**config.mk**
```make
export PLATFORM = sky130hd
export DESIGN_NAME = cpu_bus_dma_arbiter
export DESIGN_NICKNAME = d
export VERILOG_FILES = /design/src/rtl/cpu_bus_dma_arbiter.sv
export SDC_FILE = /design/constraint.sdc
export NUM_CORES = 1
export LEC_CHECK = 0
export ABC_CLOCK_PERIOD_IN_PS = 2200
export CORE_ASPECT_RATIO = 0.7
export CORE_MARGIN = 5
export CORE_UTILIZATION = 45
export DETAILED_ROUTE_END_ITERATION = 12
export PLACE_DENSITY = 0.85
export SLEW_MARGIN = 20
export SYNTH_ARGS = -nofsm -noshare
export SYNTH_HDL_FRONTEND = slang
export SYNTH_SLANG_ARGS = --single-unit
```
**constraint.sdc**
```tcl
create_clock -name clk -period 2.2 [get_ports clk]
set_input_delay 0.44 -clock clk [delete_from_list [all_inputs] [get_ports clk]]
set_output_delay 0.44 -clock clk [all_outputs]
set_load 0.005 [all_outputs]
```
**src/rtl/cpu_bus_dma_arbiter.sv**
```systemverilog
// cpu_bus_dma_arbiter
//   Owns the CPU memory bus. Muxes instruction fetch (IF), execute (IE) and
//   OAM DMA onto a single memory port. A CPU write to DMA_TRIG_ADDR starts a
//   256-byte copy {page,00..FF} -> OAM_DATA_ADDR while the CPU core is halted.
//
// Ports
//   clk, rst            clock, asynchronous active-low reset
//   if_*                IF side: bus_req selects IF (1) or IE (0), addr, read strobe
//   ie_*                IE side: addr, write data, write/read strobes
//   mem_data_in         read data returned by the memory system
//   mem_*               muxed bus outputs (combinational)
//   dma_halt            registered halt request to the CPU core
//   dma_busy            registered, high whenever the DMA FSM is not idle
module cpu_bus_dma_arbiter #(
    parameter int unsigned SETTLE_CYCLES = 2,
    parameter int unsigned READ_LATENCY  = 2,
    parameter logic [15:0] OAM_DATA_ADDR = 16'h2004,
    parameter logic [15:0] DMA_TRIG_ADDR = 16'h4014
) (
    input  logic        clk,
    input  logic        rst,
    input  logic        if_bus_req,
    input  logic [15:0] if_addr,
    input  logic        if_read_en,
    input  logic [15:0] ie_addr,
    input  logic [7:0]  ie_data_out,
    input  logic        ie_write_en,
    input  logic        ie_read_en,
    input  logic [7:0]  mem_data_in,
    output logic [15:0] mem_addr,
    output logic [7:0]  mem_data_out,
    output logic        mem_write_en,
    output logic        mem_read_en,
    output logic        dma_halt,
    output logic        dma_busy
);

    typedef enum logic [2:0] {
        S_IDLE,
        S_SETTLE,
        S_ALIGN,
        S_READ,
        S_READ_WAIT,
        S_WRITE,
        S_DONE
    } state_t;

    // READ_WAIT lasts READ_LATENCY-1 cycles; with latency 1 it is skipped.
    localparam int unsigned WAIT_CYCLES = (READ_LATENCY > 1) ? READ_LATENCY - 1 : 1;
    localparam logic [7:0]  SETTLE_LAST = 8'(SETTLE_CYCLES - 1);
    localparam logic [7:0]  WAIT_LAST   = 8'(WAIT_CYCLES - 1);

    state_t      state_q, state_d;
    logic [7:0]  page_q, page_d;
    logic [7:0]  idx_q, idx_d;
    logic [7:0]  latch_q, latch_d;
    logic [7:0]  cnt_q, cnt_d;
    logic        parity_q, parity_d;
    logic        halt_q, halt_d;
    logic        busy_q, busy_d;

    logic [15:0] cpu_addr;
    logic [7:0]  cpu_dout;
    logic        cpu_we;
    logic        cpu_re;
    logic        trig;

    // CPU-side mux: IF never writes.
    always_comb begin
        cpu_addr = if_bus_req ? if_addr : ie_addr;
        cpu_dout = if_bus_req ? 8'h00 : ie_data_out;
        cpu_we   = ~if_bus_req & ie_write_en;
        cpu_re   = if_bus_req ? if_read_en : ie_read_en;
        trig     = cpu_we && (cpu_addr == DMA_TRIG_ADDR);
    end

    // Bus ownership: DMA only in READ/READ_WAIT/WRITE, so the trigger write
    // and any IE drain during SETTLE/ALIGN reach memory untouched.
    always_comb begin
        mem_addr     = cpu_addr;
        mem_data_out = cpu_dout;
        mem_write_en = cpu_we;
        mem_read_en  = cpu_re;
        unique case (state_q)
            S_READ: begin
                mem_addr     = {page_q, idx_q};
                mem_data_out = 8'h00;
                mem_write_en = 1'b0;
                mem_read_en  = 1'b1;
            end
            S_READ_WAIT: begin
                mem_addr     = {page_q, idx_q};
                mem_data_out = 8'h00;
                mem_write_en = 1'b0;
                mem_read_en  = 1'b0;
            end
            S_WRITE: begin
                mem_addr     = OAM_DATA_ADDR;
                mem_data_out = latch_q;
                mem_write_en = 1'b1;
                mem_read_en  = 1'b0;
            end
            default: ;
        endcase
    end

    always_comb begin
        state_d  = state_q;
        page_d   = page_q;
        idx_d    = idx_q;
        latch_d  = latch_q;
        cnt_d    = cnt_q;
        halt_d   = halt_q;
        parity_d = ~parity_q;
        unique case (state_q)
            S_IDLE: begin
                if (trig) begin
                    page_d  = cpu_dout;
                    idx_d   = 8'h00;
                    cnt_d   = 8'h00;
                    halt_d  = 1'b1;
                    state_d = S_SETTLE;
                end
            end
            S_SETTLE: begin
                if (cnt_q == SETTLE_LAST) begin
                    cnt_d   = 8'h00;
                    // An odd final settle cycle inserts ALIGN so the first
                    // READ always lands on the same parity phase.
                    state_d = parity_q ? S_ALIGN : S_READ;
                end else begin
                    cnt_d = cnt_q + 8'd1;
                end
            end
            S_ALIGN: state_d = S_READ;
            S_READ: begin
                cnt_d = 8'h00;
                if (READ_LATENCY > 1) begin
                    state_d = S_READ_WAIT;
                end else begin
                    latch_d = mem_data_in;
                    state_d = S_WRITE;
                end
            end
            S_READ_WAIT: begin
                if (cnt_q == WAIT_LAST) begin
                    latch_d = mem_data_in;
                    state_d = S_WRITE;
                end else begin
                    cnt_d = cnt_q + 8'd1;
                end
            end
            S_WRITE: begin
                if (idx_q == 8'hFF) begin
                    state_d = S_DONE;
                end else begin
                    idx_d   = idx_q + 8'd1;
                    state_d = S_READ;
                end
            end
            S_DONE: begin
                halt_d  = 1'b0;
                state_d = S_IDLE;
            end
            default: state_d = S_IDLE;
        endcase
        busy_d = (state_d != S_IDLE);
    end

    always_ff @(posedge clk or negedge rst) begin
        if (!rst) begin
            state_q  <= S_IDLE;
            page_q   <= '0;
            idx_q    <= '0;
            latch_q  <= '0;
            cnt_q    <= '0;
            parity_q <= 1'b0;
            halt_q   <= 1'b0;
            busy_q   <= 1'b0;
        end else begin
            state_q  <= state_d;
            page_q   <= page_d;
            idx_q    <= idx_d;
            latch_q  <= latch_d;
            cnt_q    <= cnt_d;
            parity_q <= parity_d;
            halt_q   <= halt_d;
            busy_q   <= busy_d;
        end
    end

    assign dma_halt = halt_q;
    assign dma_busy = busy_q;

endmodule

```
==> results.py <==
metrics = {
    "outcome": {
        "run_status": "finished clean",
    },
    "timing": {
        "min_period_ns": 2.17,
        "setup_tns_ns": 0,
        "finalHoldViolCount": 0,
        "maxSlewHeadroom_pct": 44.3,
        "drv_slew": 0,
        "clock_skew_ns": 0.00743,
        "fmax_mhz": 460,
        "finalCritPeriodShare_pct": 98.8,
        "setup_violations": 0,
        "rsz0062_at_grt": "yes",
        "worst-slew-pin-transition_ns": 0.835,
    },
    "floorplanning": {
        "fp.dieW_um": 98.2,
        "num_rows": 22,
        "dieArea_mm2": 0.00705,
        "start_util_pct": 46.6,
        "ios": 82,
        "fp.dieH_um": 71.8,
        "core_mm2": 0.00526,
    },
    "power": {
        "ir_worst_vdd_uv": 364,
        "p_leak_nw": 1.66,
        "power.density_mw_per_mm2": 408,
        "power_mw": 1.59,
    },
    "cts": {
        "clk_latency_ns": 0.30,
        "cts.htree.levels": 2,
        "root_buffer": "clkbuf_8",
        "clockBufferDepth": 2,
        "cts_num_sinks": 38,
        "holdBufCountCts": 0,
        "numCtsBuffers": 5,
        "clkTransAtPathRegs_ns": 0.08,
        "cts_tree": "built",
    },
    "setup_path": {
        "cp-startpoint": "ie_addr[9]",
        "crit_path_top_delay_cell": "a2111oi_4",
        "r2r_start": "cnt_q[6]",
        "cp_cell_sequence": "clkdlybuf4s50_1 -> or3_4 -> a2111oi_4 -> o2111ai_4 -> buf_2 -> o21ai_1",
        "critPathMaxFanout": 9,
        "max_stage_delay_ns": 0.46,
        "startpoint_type": "input port",
        "worstSetupPathType": "input port to register",
        "reg2reg_to": "latch_q[2]",
        "worstPathArrival_ns": 2.39,
        "r2r_slack_ns": 0.06,
        "reg2regPathDepth": 4,
        "crit_end": "page_q[2]",
        "worstSetupEndpointType": "register",
        "worstPathRequired_ns": 2.42,
    },
    "synth": {
        "avgSynthCellArea_um2": 8.85,
        "netlist_area_mm2": 0.00245,
        "yosys.area.top_type": "dfrtp_1",
        "synth_edf_count": 0,
        "ys_top_cells_by_area": "dfrtp_1, mux2i_1, o31ai_1",
        "synthArstFlopShare_pct": 100,
        "syn_nets": 335,
        "synth_ff_type": "dfrtp_1",
        "synth_cells": 277,
        "yosys-top-cells-count": "nand2_1, dfrtp_1, o31ai_1, mux2i_1, nand2b_1",
        "ys_ff_latch": 38,
        "synth_cell_types": 42,
        "ys_seq_area_share_pct": 38.8,
        "synth_top_area_share_pct": 38.8,
        "synth_warnings": 0,
        "yosys.cell_count.top_type": "nand2_1",
    },
    "global_route": {
        "grt_pass1_wl_um": 13300,
        "antenna_found_initial": 0,
        "grt-ovfl-total": 0,
        "grt_pass1_vias": 2694,
        "grt_use_total_pct": 23.6,
        "grt_max_degree": 39,
    },
    "placed_design": {
        "gp_congestion": 0.901,
        "io_buffer_count": 81,
        "dp.cells": 445,
        "hpwl_um": 5830,
    },
    "drt": {
        "routed_wl_um": 8660,
        "drt_iter0_markers": 152,
        "wl_met3_um": 830,
        "vias_per_cell": 5.81,
        "ant_nets": 0,
        "wl_met1_um": 3660,
        "top_layer": "met4",
        "first_pass_iters": 6,
        "wl_met2_um": 4060,
        "wire_per_inst_um": 18.8,
        "drc": 0,
        "via_count": 2672,
    },
    "hold_path": {
        "min_path_type": "input port to asynchronous set/reset pin",
    },
    "final_layout": {
        "antennaDiodeCount": 0,
        "syn2layout_area_growth_pct": 58.9,
        "final_cells": 460,
        "final_layout_size_suffix_gt1_share_pct": 29.6,
        "nNetsFinal": 445,
    },
    "flow_run": {
        "drv_cap": 0,
    },
}
==> per-stage QoR <==
step | hold slack (ns) | setup WS [ns] | cell area (um^2) | util (%)
CTS | 0.267 | -0.0141 | 3810 | 72.6
finish | 0.236 | 0.0271 | 3900 | 74.1
global placement | 0.419 | -0.426 | 3550 | 67.4
floorplan | 0.144 | 0.203 | 2450 | -
detailed placement | 0.416 | -0.485 | 3550 | 67.4
global route | 0.308 | -0.0440 | 3900 | 74.1
==> registers in the layout, summed over array words and instances, names as in the netlist <==
signal    count
idx_q         8
dma_busy      1
latch_q       8
cnt_q         8
page_q        8
parity_q      1
state_q       3
dma_halt      1
==> cell families (layout without fill, tap and decap cells) <==
family                   Yosys count  after routing  synth area share, %
AND/OR/NAND/NOR                  113            113                 23.9
AO/OA/AOI/OAI                     62             62                 17.6
flip-flops                        38             38                 38.8
buffers and inverters             28            139                 4.39
multiplexers                      27             27                 11.5
XOR/XNOR                           5              5                 1.79
adder cells (fa/ha/maj)            4              4                 2.04
==> worst min-delay path by stage <==
| stage | start | to | slack [ns] | cells after the start |
|---|---|---|---|---|
| 2_1_floorplan | rst | cnt_q[0] | 0.14 | 0 |
| 3_3_place_gp | parity_q | parity_q | 0.42 | 1 |
| 3_5_place_dp | parity_q | parity_q | 0.42 | 1 |
| 4_1_cts | rst | latch_q[6] | 0.27 | 1 |
| 5_1_grt | rst | latch_q[6] | 0.31 | 1 |
| 6_report | rst | latch_q[6] | 0.24 | 1 |
==> placed cells by master (no fill, tap or decap), types with 3 or more instances in the layout <==
master and n:
clkbuf_8 5, nor3_1 4, a21o_1 3, a21oi_1 4, buf_6 6, nand4_1 3
buf_4 26, clkdlybuf4s50_1 49, o31ai_4 10, o31ai_1 10, buf_2 14, nor2_1 9
buf_12 3, nand3_1 11, ha_1 4, o31ai_2 3, inv_1 10, xor2_1 3
or3_1 7, nand2b_1 13, mux2i_1 18, dlymetal6s2s_1 5, clkbuf_2 14, o21ai_0 5
o21ai_1 9, mux2_2 9, nor4_1 3, nand2_1 43, dfrtp_1 37, o211ai_1 6
==> routing by layer <==
layer,track usage [%],vias to the layer above
met5,0,-
met4,6.52,0
met3,7.30,19
li1,-,1227
met1,31.4,1276
met2,37.3,150
==> power breakdown <==
group          internal [mW]  switching, mW  leakage [nW]  total [mW]
Sequential             0.705        0.00413         0.464       0.710
Combinational          0.175          0.112          1.14       0.287
Clock                  0.334          0.258        0.0579       0.592
==> final cells by class <==
cell class	instances	area, um^2
timing repair buffer	119	1060
sequential	38	952
inverter	12	45.0
clock buffer	5	68.8
tap	72	90.1
clock inverter	3	40.0
multi-input combinational	211	1640
fill	367	1360
==> worst max-delay path, delay by kind of cell <==
kind	cells	cell delay [ns]
AOI/OAI and AO/OA	3	0.90
and+or+nand+nor	1	0.39
buffers and inverters	2	0.67
==> what timing repair did <==
action	4_1_cts	5_1_grt
pin swaps	9	13
gates resized for setup	101	52
gates cloned	1	3
setup buffers	2	2
setup endpoints to repair	52	45
Note: power is estimated with default switching activity, not from simulation.
